## src/rtl/aes_pkg.sv

```systemverilog
// Shared AES constants: scheduler state encoding and round parameters.
// The key schedule reuses AES_NR / AES_RND_W, so keep them here.
package aes_pkg;

   localparam int AES_NR    = 10;
   localparam int AES_RND_W = 4;

   typedef enum logic [1:0] {
      IDLE = 2'd0,
      LOAD = 2'd1,
      RUN  = 2'd2,
      DONE = 2'd3
   } state_t;

endpackage

```

## src/rtl/aes_nch_sched_if.sv

```systemverilog
// Requester/core-side bundle of the N-channel AES scheduler.
// The master side (requester) drives start/chan_req. The slave side
// (the scheduler) drives everything else.
interface aes_nch_sched_if #(
   parameter int N = 4
);
   localparam int CW = $clog2(N);

   logic          start;
   logic [N-1:0]  chan_req;
   logic          busy;
   logic [N-1:0]  grant_mask;
   logic          load_en;
   logic [CW-1:0] load_sel;
   logic          accept;
   logic [3:0]    rndNo;
   logic          enbSB;
   logic          enbSR;
   logic          enbMC;
   logic          enbAR;
   logic          enbKS;
   logic          out_valid;
   logic [CW-1:0] out_chan;
   logic          done;

   modport master (
      output start, chan_req,
      input  busy, grant_mask, load_en, load_sel, accept, rndNo,
             enbSB, enbSR, enbMC, enbAR, enbKS, out_valid, out_chan, done
   );

   modport slave (
      input  start, chan_req,
      output busy, grant_mask, load_en, load_sel, accept, rndNo,
             enbSB, enbSR, enbMC, enbAR, enbKS, out_valid, out_chan, done
   );

endinterface

```

## src/rtl/aes_slot_round_cnt.sv

```systemverilog
// Slot/round counter pair for the interleaved AES core.
// The slot walks 0..N-1 and wraps. When round_en is set, each wrap
// advances the round. The round returns to 0 after NR, so it never
// exceeds NR.
module aes_slot_round_cnt
   import aes_pkg::*;
#(
   parameter int N  = 4,
   parameter int NR = AES_NR,
   localparam int CW = $clog2(N)
) (
   input  logic                 clk,
   input  logic                 rst,
   input  logic                 clr,
   input  logic                 step,
   input  logic                 round_en,
   output logic [CW-1:0]        slot,
   output logic [AES_RND_W-1:0] round,
   output logic                 slot_last,
   output logic                 round_last
);

   logic [CW-1:0]        slot_r;
   logic [AES_RND_W-1:0] round_r;

   assign slot       = slot_r;
   assign round      = round_r;
   assign slot_last  = (slot_r == CW'(N - 1));
   assign round_last = (round_r == AES_RND_W'(NR));

   // Advance slot every step; advance round on slot wrap when enabled.
   always_ff @(posedge clk or posedge rst) begin
      if (rst) begin
         slot_r  <= '0;
         round_r <= '0;
      end else if (clr) begin
         slot_r  <= '0;
         round_r <= '0;
      end else if (step) begin
         if (slot_last) begin
            slot_r <= '0;
            if (round_en) begin
               round_r <= round_last ? '0 : round_r + AES_RND_W'(1);
            end else begin
               round_r <= round_r;
            end
         end else begin
            slot_r  <= slot_r + CW'(1);
            round_r <= round_r;
         end
      end else begin
         slot_r  <= slot_r;
         round_r <= round_r;
      end
   end

endmodule

```

## src/rtl/aes_nch_sched.sv

```systemverilog
// Sequencer/channel scheduler for the N-channel interleaved AES-128 core.
// It snapshots a request vector and then steps the core through three
// phases: load, initial AddRoundKey, and rounds 1..NR.
// Outputs are pure decodes of registered state. Reset therefore
// clears them at once.
module aes_nch_sched
   import aes_pkg::*;
#(
   parameter int N  = 4,
   parameter int NR = AES_NR
) (
   input  logic           clk,
   input  logic           rst,
   aes_nch_sched_if.slave bus
);

   localparam int CW = $clog2(N);

   state_t               state_r;
   state_t               state_nxt_s;
   logic [N-1:0]         grant_mask_r;
   logic [CW-1:0]        slot_s;
   logic [AES_RND_W-1:0] round_s;
   logic                 slot_last_s;
   logic                 round_last_s;
   logic                 cnt_clr_s;
   logic                 cnt_step_s;
   logic                 cnt_round_en_s;
   logic                 start_ok_s;

   assign start_ok_s     = bus.start && (bus.chan_req != '0);
   assign bus.grant_mask = grant_mask_r;

   aes_slot_round_cnt #(
      .N  (N),
      .NR (NR)
   ) u_cnt (
      .clk        (clk),
      .rst        (rst),
      .clr        (cnt_clr_s),
      .step       (cnt_step_s),
      .round_en   (cnt_round_en_s),
      .slot       (slot_s),
      .round      (round_s),
      .slot_last  (slot_last_s),
      .round_last (round_last_s)
   );

   // State register.
   always_ff @(posedge clk or posedge rst) begin
      if (rst) begin
         state_r <= IDLE;
      end else begin
         state_r <= state_nxt_s;
      end
   end

   // Snapshot of granted channels, frozen for the whole batch.
   always_ff @(posedge clk or posedge rst) begin
      if (rst) begin
         grant_mask_r <= '0;
      end else if ((state_r == IDLE) && start_ok_s) begin
         grant_mask_r <= bus.chan_req;
      end else if (state_r == DONE) begin
         grant_mask_r <= '0;
      end else begin
         grant_mask_r <= grant_mask_r;
      end
   end

   // Next-state logic: the slot/round terminal counts pace the phases.
   always_comb begin
      state_nxt_s = state_r;
      case (state_r)
         IDLE: begin
            if (start_ok_s) begin
               state_nxt_s = LOAD;
            end else begin
               state_nxt_s = IDLE;
            end
         end
         LOAD: begin
            if (slot_last_s) begin
               state_nxt_s = RUN;
            end else begin
               state_nxt_s = LOAD;
            end
         end
         RUN: begin
            if (slot_last_s && round_last_s) begin
               state_nxt_s = DONE;
            end else begin
               state_nxt_s = RUN;
            end
         end
         DONE:    state_nxt_s = IDLE;
         default: state_nxt_s = IDLE;
      endcase
   end

   // Output decode: core controls, counter controls and the channel valid flag.
   always_comb begin
      bus.busy       = 1'b0;
      bus.load_en    = 1'b0;
      bus.load_sel   = '0;
      bus.accept     = 1'b0;
      bus.rndNo      = 4'd0;
      bus.enbSB      = 1'b0;
      bus.enbSR      = 1'b0;
      bus.enbMC      = 1'b0;
      bus.enbAR      = 1'b0;
      bus.enbKS      = 1'b0;
      bus.out_valid  = 1'b0;
      bus.out_chan   = '0;
      bus.done       = 1'b0;
      cnt_clr_s      = 1'b0;
      cnt_step_s     = 1'b0;
      cnt_round_en_s = 1'b0;
      case (state_r)
         IDLE: begin
            cnt_clr_s = 1'b1;
         end
         LOAD: begin
            bus.busy     = 1'b1;
            bus.load_en  = 1'b1;
            bus.load_sel = slot_s;
            cnt_step_s   = 1'b1;
         end
         RUN: begin
            bus.busy       = 1'b1;
            bus.accept     = 1'b1;
            bus.rndNo      = round_s;
            bus.out_chan   = slot_s;
            bus.enbAR      = 1'b1;
            bus.enbKS      = 1'b1;
            cnt_step_s     = 1'b1;
            cnt_round_en_s = 1'b1;
            // Round 0 is the initial key add only; the last round skips MixColumns.
            if (round_s == '0) begin
               bus.enbSB = 1'b0;
               bus.enbSR = 1'b0;
               bus.enbMC = 1'b0;
            end else begin
               bus.enbSB = 1'b1;
               bus.enbSR = 1'b1;
               bus.enbMC = !round_last_s;
            end
            bus.out_valid = round_last_s && grant_mask_r[slot_s];
         end
         DONE: begin
            bus.done  = 1'b1;
            cnt_clr_s = 1'b1;
         end
         default: begin
            cnt_clr_s = 1'b1;
         end
      endcase
   end

endmodule

```

## src/flat_wrapper.sv

```systemverilog
// flat-port wrapper written by rule: the top's interface ports become plain ports
module aes_nch_sched_flat import aes_pkg::*;
#(
   parameter int N  = 4,
   parameter int NR = AES_NR
)
  (clk, rst, bus_start, bus_chan_req, bus_busy, bus_grant_mask, bus_load_en, bus_load_sel, bus_accept, bus_rndNo, bus_enbSB, bus_enbSR, bus_enbMC, bus_enbAR, bus_enbKS, bus_out_valid, bus_out_chan, bus_done);
  aes_nch_sched_if #(.N(N)) bus_i ();
  input  logic clk;
  input  logic rst;
  input wire logic [$bits(bus_i.start)-1:0] bus_start;
  input wire logic [$bits(bus_i.chan_req)-1:0] bus_chan_req;
  output wire logic [$bits(bus_i.busy)-1:0] bus_busy;
  output wire logic [$bits(bus_i.grant_mask)-1:0] bus_grant_mask;
  output wire logic [$bits(bus_i.load_en)-1:0] bus_load_en;
  output wire logic [$bits(bus_i.load_sel)-1:0] bus_load_sel;
  output wire logic [$bits(bus_i.accept)-1:0] bus_accept;
  output wire logic [$bits(bus_i.rndNo)-1:0] bus_rndNo;
  output wire logic [$bits(bus_i.enbSB)-1:0] bus_enbSB;
  output wire logic [$bits(bus_i.enbSR)-1:0] bus_enbSR;
  output wire logic [$bits(bus_i.enbMC)-1:0] bus_enbMC;
  output wire logic [$bits(bus_i.enbAR)-1:0] bus_enbAR;
  output wire logic [$bits(bus_i.enbKS)-1:0] bus_enbKS;
  output wire logic [$bits(bus_i.out_valid)-1:0] bus_out_valid;
  output wire logic [$bits(bus_i.out_chan)-1:0] bus_out_chan;
  output wire logic [$bits(bus_i.done)-1:0] bus_done;
  assign bus_i.start = bus_start;
  assign bus_i.chan_req = bus_chan_req;
  assign bus_busy = bus_i.busy;
  assign bus_grant_mask = bus_i.grant_mask;
  assign bus_load_en = bus_i.load_en;
  assign bus_load_sel = bus_i.load_sel;
  assign bus_accept = bus_i.accept;
  assign bus_rndNo = bus_i.rndNo;
  assign bus_enbSB = bus_i.enbSB;
  assign bus_enbSR = bus_i.enbSR;
  assign bus_enbMC = bus_i.enbMC;
  assign bus_enbAR = bus_i.enbAR;
  assign bus_enbKS = bus_i.enbKS;
  assign bus_out_valid = bus_i.out_valid;
  assign bus_out_chan = bus_i.out_chan;
  assign bus_done = bus_i.done;
  aes_nch_sched #(.N(N), .NR(NR)) u_core (.clk(clk), .rst(rst), .bus(bus_i));
endmodule
```

## config.mk

```make
export PLATFORM = sky130hd
export DESIGN_NAME = aes_nch_sched_flat
export DESIGN_NICKNAME = d
export VERILOG_FILES = /design/src/rtl/aes_pkg.sv /design/src/rtl/aes_nch_sched_if.sv /design/src/rtl/aes_slot_round_cnt.sv /design/src/rtl/aes_nch_sched.sv /design/src/flat_wrapper.sv
export SDC_FILE = /design/constraint.sdc
export NUM_CORES = 1
export LEC_CHECK = 0
export CORE_MARGIN = 8
export CORE_UTILIZATION = 52
export CTS_BUF_LIST = sky130_fd_sc_hd__clkbuf_2 sky130_fd_sc_hd__clkbuf_4 sky130_fd_sc_hd__clkbuf_8
export DETAILED_ROUTE_END_ITERATION = 16
export DONT_BUFFER_PORTS = 1
export GPL_TIMING_DRIVEN = 0
export PLACE_DENSITY = 0.76
export SLEW_MARGIN = 20
export SYNTH_ARGS = -nofsm -noshare
export SYNTH_HDL_FRONTEND = slang
export SYNTH_HIERARCHICAL = 1
export SYNTH_SLANG_ARGS = --single-unit
```

## constraint.sdc

```tcl
create_clock -name clk -period 3.89 [get_ports clk]
set_clock_uncertainty 0.05 [all_clocks]
set_input_delay 0.778 -clock clk [delete_from_list [all_inputs] [get_ports clk]]
set_output_delay 0.778 -clock clk [all_outputs]
set_load 0.01 [all_outputs]
```

After elaboration in Yosys (flattened, before gate mapping)
Cells that the tools add are included.
{"block": "word_totals", "register_bits": 12, "out_inout_bits": 22, "word_cells": 56}
{"block": "classes", "add_sub_neg": 2, "magnitude_cmp": 1, "n_eq_ne": 5, "n_mux": 29, "n_reduce_logical": 15}
{"cell": "$mux W4", "count": 8}
{"cell": "$mux W1", "count": 13}
{"cell": "$mux W2", "count": 6}
{"cell": "$pmux W2 S4", "count": 1}
{"cell": "$reduce_bool A2 Y1", "count": 4}
{"cell": "$eq A2 B2 Y1 const B", "count": 3}
{"cell": "$add A4 B1 Y4 const B", "count": 1}
{"cell": "$eq A4 B4 Y1 const B", "count": 1}
{"cell": "$logic_and A1 B1 Y1", "count": 4}
{"cell": "$logic_not A4 Y1", "count": 1}
{"cell": "$reduce_bool A4 Y1", "count": 1}
{"cell": "$reduce_or A2 Y1", "count": 2}
{"cell": "$lt A2 B3 Y1 const B", "count": 1}
{"cell": "$reduce_and A3 Y1", "count": 1}
{"cell": "$add A2 B1 Y2 const B", "count": 1}
{"cell": "$bmux W1 S2", "count": 1}
{"cell": "$eq A2 B1 Y1 const B", "count": 1}
{"cell": "$logic_not A2 Y1", "count": 1}
{"cell": "$logic_not A1 Y1", "count": 1}

Longest topological paths before layout
{"block": "depth", "depth_word": 6, "mapped_depth": 6, "depth_no_buf": 6}

Modules after synthesis
Netlist, hierarchy kept.
{"mod": "aes_nch_sched", "n_inst": 1, "cells_per_inst": 50, "area_per_inst_um2": 483.0, "seq_area_each_um2": 150.1}
{"mod": "aes_slot_round_cnt", "n_inst": 1, "cells_per_inst": 34, "area_per_inst_um2": 337.8, "seq_area_each_um2": 150.1}

Worst setup path before layout
OpenSTA, ideal clock, no wires.
{"block": "synth_path", "path_kind": "register -> output", "startpoint": "reg u_core.state_r[0]", "endpoint": "out bus_enbMC", "arrival_time_ps": 1410, "required_time_ps": 3062, "slack_ps": 1652, "path_stages_with_launch": 5, "path_cell_list": "dfrtp_1 > inv_1 > ha_1 > o41a_1 > nor2b_1"}
{"block": "synth_between", "elab_chain_cells": 2}
{"element": "from (decl)", "line_no": "aes_nch_sched.sv:19", "source": "state_t state_r;"}
{"element": "from (signal assigned)", "line_no": "aes_nch_sched.sv:54", "source": "state_r <= state_nxt_s;"}
{"element": "$eq A2 B2 Y1", "line_no": "aes_nch_sched.sv:119", "source": "case (state_r)"}
{"element": "$mux W1", "line_no": "aes_nch_sched.sv:119"}
{"element": "to (decl)", "line_no": "flat_wrapper.sv:21", "source": "output wire logic [$bits(bus_i.enbMC)-1:0] bus_enbMC;"}
Every way passes these cells.

Worst setup path after layout
Same ends and word-level chain as after synthesis.

==> out/results.tsv <==
metric	value	unit
result of the run	finished clean	
Die H	55.7	um
antenna diode count	0	
largest cells by area after synthesis	sky130_fd_sc_hd__dfrtp_1 37%, sky130_fd_sc_hd__ha_1 12%, sky130_fd_sc_hd__and2_1 6.1%	
number of iterations in the first detailed-routing pass	4	
clock transition at the registers of the reported paths	0.07	ns
largest net degree at the start of global routing	15	
Tightest Hold Check Type	input port to async pin	
unrepaired setup endpoints after global routing	false	
post-DR vias/cell	5.94	
netlist area before placement	821	sq um
switching part of the total	0.201	
overall track demand over capacity in global routing	0.107	
Yosys top cell by area	sky130_fd_sc_hd__dfrtp_1	
wire length of the first global-routing pass	2780	um
GR Util met3	0.0662	
combinational share of power	0.038	
fin crit period	2.70	ns
Cells after Synth	84	
Synth Area per Inst	9.77	sq um
net switching component of the power	0.0467	mW
P_int	0.185	mW
Data arrival, critical path	1.87	ns
final design utilization	0.589	
antenna violations before repair	0	
critical path data required time	3.06	ns
critical setup path kind	flip-flop to output port	
number of cell rows	14	
total setup buffers inserted after CTS	0	
largest fanout on the critical path	14	
GR peak layer	met2	
count of buffers from port buffering	0	
Post-Syn Nets	99	
CP Capture Type	output port	
fin nets	104	
number of top-level pins	29	
peak ir drop on the vdd network	0.177	mV
area share of the largest cell type after synthesis	0.366	
vias	618	
Bufs and invs on worst path	1	
fraction of layout cells with a size suffix above 1	0.170	
residual overflow from global routing	0	
Final WS setup	1.19	ns
half-perimeter wire length after placement	1380	um
Detailed Route WL	1660	um
worst-skew pair later-pin latency	0.27	ns
Slew @ Worst Pin	0.466	ns
area of the core region	1490	sq um
number of sinks driven by the clock tree	12	
stage delay of the slowest cell on the critical path	0.46	ns
timing-limited maximum frequency	371	MHz
max-slew violation total from the final report	0	
TritonCTS buffer count	3	
Die Outline Area	3110	sq um
post-detailed-route DRC marker count	0	
root buffer selected by CTS	sky130_fd_sc_hd__clkbuf_4	
grt met2 use	0.155	
Synthesis Warnings	6	
met1 Usage GRT	0.123	
RePlAce Congestion	0.761	
power per cell area	264	nW/um^2
growth of design area from synthesis to finish	6.86	%
# setup viols final	0	
element type at the critical path start	flip-flop	
post-layout total power	0.232	mW
Yosys reg bits	12	
post-cts repair resize count	0	
Placement Setup Slack	1.47	ns
deepest level of the CTS H-tree	1	
CTS Buffer Depth	2	
count of routing violations after the opening detailed-route iteration	14	
final worst-path cycle share	0.694	
critical path cell sequence	inv_1, ha_1, o41a_1, nor2b_1	
via count of the first global-routing pass	604	
Hold Vio Cnt, Final	0	
final setup TNS	0	ns
initial core utilization	0.551	
horizontal die dimension	55.7	um
per-cell routed wire length	16.0	um
relative max-transition margin	0.689	
library cell contributing the largest single delay on the critical path	sky130_fd_sc_hd__ha_1	
proportion of synthesized chip area in sequential cells	0.366	
Top delay family on crit path	adder cells	
clock tree from TritonCTS	built	
sequential cell fraction of total power	0.539	
Post-CTS Hold Fix Bufs	0	
share of power burned in the clock network	0.423	
Final ANT Viol Nets	0	
library cells used by synthesis	28	
reported leakage power	0.386	nW
maxcap violations	0	
[per-layer routing]
metal | up-vias | wire length (um) | part of all wire
met2 | 23 | 743 | 0.45
met3 | 0 | 210 | 0.13
met5 | - | 0 | 0
li1 | 303 | - | -
met4 | 0 | 0 | 0
met1 | 292 | 705 | 0.42
[logic make-up after synthesis]
| family | synth area share |
|---|---|
| DFF | 0.366 |
| muxes | 0.0518 |
| and+or+nand+nor | 0.285 |
| AOI/OAI and AO/OA | 0.120 |
| adders and majority gates | 0.122 |
| buffers and inverters | 0.0549 |
[synthesized netlist by cell type]
| master | instances |
|---|---|
| sky130_fd_sc_hd__nor2_1 | 4 |
| sky130_fd_sc_hd__nand3b_1 | 2 |
| sky130_fd_sc_hd__o21ai_2 | 4 |
| sky130_fd_sc_hd__or3_1 | 1 |
| sky130_fd_sc_hd__buf_4 | 3 |
| sky130_fd_sc_hd__nand2_1 | 4 |
| sky130_fd_sc_hd__or4_4 | 1 |
| sky130_fd_sc_hd__nand2b_1 | 5 |
| sky130_fd_sc_hd__and2_1 | 8 |
| sky130_fd_sc_hd__nor2b_1 | 2 |
| sky130_fd_sc_hd__dfrtp_1 | 12 |
| sky130_fd_sc_hd__and3_4 | 1 |
| sky130_fd_sc_hd__nand3_2 | 1 |
| sky130_fd_sc_hd__o41a_1 | 1 |
| sky130_fd_sc_hd__a21oi_1 | 2 |
| sky130_fd_sc_hd__nand4_1 | 1 |
| sky130_fd_sc_hd__nand3_1 | 7 |
| sky130_fd_sc_hd__and3_1 | 1 |
| sky130_fd_sc_hd__mux2i_1 | 2 |
| sky130_fd_sc_hd__ha_1 | 8 |
| sky130_fd_sc_hd__a311oi_1 | 1 |
| sky130_fd_sc_hd__or3b_1 | 1 |
| sky130_fd_sc_hd__o21bai_1 | 1 |
| sky130_fd_sc_hd__a31oi_1 | 1 |
| sky130_fd_sc_hd__o21ai_0 | 1 |
| sky130_fd_sc_hd__mux4_2 | 1 |
| sky130_fd_sc_hd__inv_1 | 6 |
| sky130_fd_sc_hd__o31ai_1 | 2 |
[registers in the layout, summed over array words and instances, names as in the netlist, named ones only]
signal,cells
u_core/bus.grant_mask,4
u_core/state_r,1
u_core/u_cnt/round,4
u_core/u_cnt/slot,2
[cell type report]
class                           instances  area (sq um)
Sequential cell                        12           300
Multi-Input combinational cell         63           475
Fill cell                             129           612
Tap cell                               16          20.0
Buffer                                  3          22.5
Inverter                                6          22.5
Clock buffer                            4          36.3
[per-stage QoR]
step           std cells  hold WS (ns)  instance area, sq um
2_1_floorplan         84         0.450                   821
3_5_place_dp         100         0.487                   841
5_1_grt              104         0.257                   877
6_report             104         0.256                   877
4_1_cts              104         0.255                   877
3_3_place_gp         100         0.489                   841
[power by group through the flow]
stage | clock (mW) | sequential, mW | combinational (mW)
CTS | 0.100 | 0.125 | 0.00923
finish | 0.0980 | 0.125 | 0.00891
floorplan | 0 | 0.127 | 0.00762
global placement | 0 | 0.127 | 0.00887
global route | 0.107 | 0.125 | 0.0103
detailed placement | 0 | 0.127 | 0.00926
[path summary, 6_finish.rpt]
| path | endpoint | cells after the start | slack [ns] | from |
|---|---|---|---|---|
| setup / recovery | bus_enbMC | 4 | 1.19 | u_core/state_r[0] |
| hold reg to reg | flip-flop | 1 | 0.50 | u_core/state_r[0] |
| min in group clk | flip-flop | 1 | 0.50 | u_core/state_r[0] |
| setup reg to reg | u_core/u_cnt/round[3] | 5 | 2.07 | u_core/state_r[0] |
| hold / removal | u_core/state_r[0] | 1 | 0.26 | rst |
| max in group asynchronous | u_core/u_cnt/round[2] | 1 | 3.33 | rst |
[cell usage in the layout, fill, tap and decap left out, types with 2 or more instances in the layout]
cell	n
sky130_fd_sc_hd__dfrtp_1	12
sky130_fd_sc_hd__and2_1	8
sky130_fd_sc_hd__ha_1	8
sky130_fd_sc_hd__nand3_1	7
sky130_fd_sc_hd__inv_1	6
sky130_fd_sc_hd__nand2b_1	5
sky130_fd_sc_hd__o21ai_2	4
sky130_fd_sc_hd__nand2_1	4
sky130_fd_sc_hd__nor2_1	4
sky130_fd_sc_hd__clkbuf_4	3
sky130_fd_sc_hd__buf_4	3
sky130_fd_sc_hd__nor2b_1	2
sky130_fd_sc_hd__a21oi_1	2
sky130_fd_sc_hd__mux2i_1	2
sky130_fd_sc_hd__nand3b_1	2
sky130_fd_sc_hd__o31ai_1	2
(Power assumes the default switching activity.)
==> RTL edit 1, RTL diff (same flow settings) <==
`N` is set to 4 in 4 places; all go to 2.
--- a/src/rtl/aes_nch_sched_if.sv
+++ b/src/rtl/aes_nch_sched_if.sv
@@ -4,3 +4,3 @@
 interface aes_nch_sched_if #(
-   parameter int N = 4
+   parameter int N = 2
 );
--- a/src/rtl/aes_slot_round_cnt.sv
+++ b/src/rtl/aes_slot_round_cnt.sv
@@ -7,3 +7,3 @@
 #(
-   parameter int N  = 4,
+   parameter int N  = 2,
    parameter int NR = AES_NR,
--- a/src/rtl/aes_nch_sched.sv
+++ b/src/rtl/aes_nch_sched.sv
@@ -8,3 +8,3 @@
 #(
-   parameter int N  = 4,
+   parameter int N  = 2,
    parameter int NR = AES_NR
--- a/src/flat_wrapper.sv
+++ b/src/flat_wrapper.sv
@@ -3,3 +3,3 @@
 #(
-   parameter int N  = 4,
+   parameter int N  = 2,
    parameter int NR = AES_NR
Ports: changed (resized bus_chan_req, bus_grant_mask, bus_load_sel and bus_out_chan); port bits go from 29 to 23. The function was not compared with the original's and may differ.
==> RTL edit 1 against the original RTL <==
Area after synthesis is 20% lower. Fmax is 1.5% higher. Critical endpoint unchanged. Sequential cell count is 3 lower. Cell area is 19% lower. Worst setup slack better by 41 ps. Largest cell class unchanged. Global-route usage is 0.42 points lower. Sequential share of layout area is 2.4 points lower. Wire length is 18% lower.
Power is not compared: it rests on default switching activity, and its combinational part moved more than twofold at a synthesized area within 25%.
==> RTL edit 1: results (changes against the original RTL) <==
Outcome
The flow ran to the end, and the final reports show no timing, DRC or antenna violations.

Route
The starting DRC count in detailed routing is 13 (-1). The vias after detailed routing is 498 (-19%). The wire length reported by the detailed router came to 1360 um (-18%). The average via count per standard cell is 5.53 (-6.9%).

Finish
The number of nets in the final layout is 89 (-14%). The share of post-route cells with drive strength above 1 is 0.160 (-0.0105).

Placed design
The number of instances in the placed design is 86 (-14%). The final weighted congestion in routability-driven placement is 0.738 (-3.0%). The placement-stage cell area came to 678 um2 (-19%). The pre-CTS setup slack is 1480 ps (+8.12 ps). The placed wire-length estimate after detailed placement is 1090 um (-21%).

Clock network
The clock-pin slew reported for the worst setup and hold paths after clock tree synthesis is 50 ps (-20 ps). The number of gates resized after CTS is 0 (unchanged). The clock latency on the worst-skew pair was 250 ps (-20 ps).

Logic synthesis
The number of instances in the synthesized netlist came to 71 (-15%). The proportion of synthesized chip area in sequential cells is 0.342 (-0.0243). The synthesized net count was 84 (-15%). After synthesis, the cell types taking the most area are dfrtp_1, ha_1, and2_1.

The number of unique standard cell types used by synthesis was 27 (-3.6%). The commonest cells after synthesis are dfrtp_1, ha_1, inv_1, nand2_1.

Critical path
The setup slack on the worst flop-to-flop path came to 1810 ps (-260 ps). The worst endpoint data arrival time is 1830 ps (-40 ps). The largest fanout on the critical path is 13 (-1).

Global route
The total routing resource utilization after global routing is 0.103 (-0.00418). The global-route wire length before repair was 2150 um (-23%). The number of global-route vias before repair is 487 (-19%). The largest net degree at the start of global routing is 14 (-1).

Worst hold path
The path category of the worst min-delay check is primary input to async pin.
[RTL edit 1: changes by cell type in the layout (fill, tap and decap cells not counted), sizes merged, moves of 2 or more]
cell,unedited run,this run
and3,2,0
dfrtp,12,9
nand3,8,3
nand2b,5,2
nand2,4,6
and2,8,6
[RTL edit 1: final timing paths]
path,from,end,cells past startpoint
max in group asynchronous,rst,u_core/u_cnt/round[2],1
min in group clk,u_core/state_r[0],flip-flop,1
worst max register to register,u_core/state_r[0],u_core/u_cnt/round[3],5
worst min register to register,u_core/state_r[0],flip-flop,1
worst min-delay path,rst,u_core/bus.grant_mask[0],1
worst max-delay path,u_core/state_r[0],bus_enbMC,4
[RTL edit 1: area by class of cell]
cell class,count,area (um2)
fillers,125,528
inverters,6,22.5
flip-flops and latches,9,225
clock buffers,4,30.0
multi-input cells,52,382
well taps,15,18.8
plain buffers,4,30.0
[RTL edit 1: metrics by stage]
stage / hold slack (ps) / total power [W]
global route: 230 / 0.000475
CTS: 229 / 0.000444
finish: 240 / 0.000437
detailed placement: 507 / 0.000366
floorplan: 475 / 0.000318
global placement: 509 / 0.000358
[RTL edit 1: logic make-up after synthesis]
| kind of cell | synth area share |
|---|---|
| flops | 0.342 |
| simple gates | 0.256 |
| buf+inv | 0.0797 |
| mux | 0.0152 |
| compound gates | 0.142 |
| xor+xnor | 0.0133 |
| fa+ha+maj | 0.152 |
[RTL edit 1: routing by layer]
layer | wire length [um] | GRT usage | part of all wire
met5 | 0 | 0 | 0
met4 | 0 | 0.0531 | 0
met3 | 166 | 0.0456 | 0.12
met2 | 548 | 0.150 | 0.40
met1 | 641 | 0.125 | 0.47
[RTL edit 1: where the power goes]
part	leakage (nW)	switching [W]	internal, W
Sequential	0.120	0.0000378	0.000119
Combinational	0.185	0.000123	0.0000826
Clock	0.0184	0.0000282	0.0000462
Total	0.323	0.000189	0.000247
==> RTL edit 2, RTL diff (config.mk and constraints unchanged) <==
Without the edit above. Re-encode `state_t` (4 states) as one-hot, 4 bits wide.
--- a/src/rtl/aes_pkg.sv
+++ b/src/rtl/aes_pkg.sv
@@ -7,7 +7,7 @@
 
-   typedef enum logic [1:0] {
-      IDLE = 2'd0,
-      LOAD = 2'd1,
-      RUN  = 2'd2,
-      DONE = 2'd3
+   typedef enum logic [3:0] {
+      IDLE = 4'b0001,
+      LOAD = 4'b0010,
+      RUN  = 4'b0100,
+      DONE = 4'b1000
    } state_t;
Behaviour: no difference found for any inputs over 10 cycles, from zero or initial values and one cycle with rst high; not proved beyond that.
==> RTL edit 2 against the original RTL <==
Worst setup slack improved by 80 ps. Sequential cell count rose by 2. Cell area rose by 4.9%. Critical endpoint is now bus_busy. Sequential share of layout area grew 4.0 points. Utilization up 0.75 points. Area after synthesis increased by 5.9%. Wire length up 16%.
Power is not compared: it rests on default switching activity, and its combinational part moved more than twofold at a synthesized area within 25%.
==> RTL edit 2: results (changes against the original RTL) <==
Outcome
The run finished with clean final reports.

Critical path
The worst endpoint data arrival time is 1790 ps (-80 ps). The largest fanout on the critical path was 9 (-5). The cell at the slowest stage of the critical path is nor4b_4. The largest stage delay on the critical path came to 480 ps (+20 ps). The worst reg2reg path startpoint is u_core/state_r[3].

The critical path is of the flip-flop to primary output type. The category of cells accounting for the largest share of critical-path delay is simple AND/OR/NAND/NOR gates.

Global route
The global-route wire length before repair is 3240 um (+17%). The total routing resource utilization after global routing is 0.119 (+0.0123). The number of global-route vias before repair is 662 (+9.6%). The largest net degree at the start of global routing was 15 (unchanged).

The initial antenna violation count is 0 (unchanged).

Logic synthesis
The proportion of synthesized chip area in sequential cells is 0.404 (+0.0385). The count of yosys warnings during synthesis is 6 (unchanged). The post-synthesis area per instance is 10.1 um2 (+3.5%). The commonest cells after synthesis are dfrtp_1, inv_1, and2_1, nand2_1. The number of unique standard cell types used by synthesis was 33 (+18%). Yosys attributes the largest share of cell area to dfrtp_1, mux2i_1, and2_1. The share of flip-flops with an asynchronous set or reset is 1.00 (unchanged). The synthesized net count is 96 (-3.0%). In the synthesized netlist the dominant register cell turns out to be dfrtp_1.

Clock network
In this run the clock root is driven by a clkbuf_4. The buffer count from post-CTS setup fixing was 0 (unchanged). The quantity of hold-fixing buffers added after cts is 0 (unchanged). The number of levels in the clock H-tree is 1 (unchanged). The clock latency on the worst-skew pair is 270 ps (about the same). The clock-pin slew reported for the worst setup and hold paths after clock tree synthesis is 90 ps (+20 ps). The number of buffers created by CTS is 3 (unchanged).

The number of gates resized after CTS is 0 (unchanged). The maximum buffer depth of the clock tree is 2 (unchanged).

Route
The wire length reported by the detailed router is 1920 um (+16%). The starting DRC count in detailed routing is 15 (+1). The length of the first detailed-routing pass in iterations was 4 (unchanged). The vias after detailed routing is 635 (+2.8%).

Finish
The count of filler cells inserted in the layout came to 145 (+12%). The area of the multi-input gates is 453 um2 (-4.7%). The count of non-filler cells in the finished layout is 106 (+1.9%).

The antenna diode count is 0 (unchanged). The share of post-route cells with drive strength above 1 is 0.167 (-0.00379).

Power and ir drop
The maximum vdd ir drop is 310 uV. Summed over all cells, the static leakage comes to 0.433 nW.

Timing
The max-slew headroom at the worst pin was 0.625 (-0.0645).

Worst hold path
The min-delay analysis places its worst path in the category primary input to async pin.

Placed design
The placement-stage cell area is 890 um2 (+5.8%). The count of port buffers added during placement is 0 (unchanged). The final weighted congestion in routability-driven placement is 0.712 (-6.4%). The placed wire-length estimate after detailed placement was 1510 um (+9.5%). The number of instances in the placed design is 102 (+2.0%).
-- RTL edit 2: changes by cell type in the layout (fill, tap and decap cells not counted), sizes merged, moves of 2 or more --
cell    unedited run  this run
ha                 8         3
nand3              8         3
o21ai              5         0
inv                6        10
mux2i              2         6
nand2              4         8
nand2b             5         1
nor2               4         6
nor4               0         2
nor4b              0         2
-- RTL edit 2: final timing paths --
kind	slack (ps)	cells after the start	to
hold reg to reg	560	2	u_core/bus.grant_mask[2]
min in group clk	560	2	u_core/bus.grant_mask[2]
hold / removal	240	1	u_core/u_cnt/slot[0]
setup / recovery	1270	3	bus_busy
setup reg to reg	1540	6	u_core/u_cnt/round[3]
max in group asynchronous	3210	1	u_core/state_r[0]
-- RTL edit 2: final cells by class --
type,instances,share of cell area
Buffer,4,0.0299
Clock buffer,4,0.0327
Inverter,10,0.0408
Multi-Input combinational cell,58,0.493
Sequential cell,14,0.382
Tap cell,16,0.0218
-- RTL edit 2: per-layer routing --
metal  share of wire  global-route usage  vias to the layer above
met5               0                   0                        -
met2            0.49               0.200                       23
li1                -                   -                      301
met4               0              0.0369                        0
met3            0.12              0.0607                        0
met1            0.39               0.126                      311
-- RTL edit 2: kinds of logic (layout without fill, tap and decap cells) --
kind of cell             after synthesis  in the layout  share of synthesized area
AO/OA/AOI/OAI                          8              8                     0.0705
adder cells (fa/ha/maj)                3              3                     0.0432
buffers and inverters                 14             18                     0.0748
AND/OR/NAND/NOR                       40             40                      0.312
flip-flops                            14             14                      0.404
multiplexers                           7              7                     0.0950
-- RTL edit 2: through the flow --
step | power [W] | worst slack [ps]
6_report | 0.000419 | 1270
5_1_grt | 0.000442 | 1110
4_1_cts | 0.000424 | 1240
3_5_place_dp | 0.000331 | 1560
3_3_place_gp | 0.000326 | 1570
2_1_floorplan | 0.000305 | 1800
-- RTL edit 2: worst register-to-register path, stage by stage (launching register included) --
cell     delay [ps]
dfrtp_1         470
nor4b_4         480
nor2_1          250
inv_1           310
nand3_2         180
or3_1           360
a31oi_1         160
-- RTL edit 2: power breakdown --
group | internal, W | total, W | leakage (nW) | switching (W)
registers | 0.000180 | 0.000227 | 0.181 | 0.0000472
clock network | 0.0000466 | 0.0000925 | 0.0184 | 0.0000459
logic | 0.0000478 | 0.0000987 | 0.234 | 0.0000510
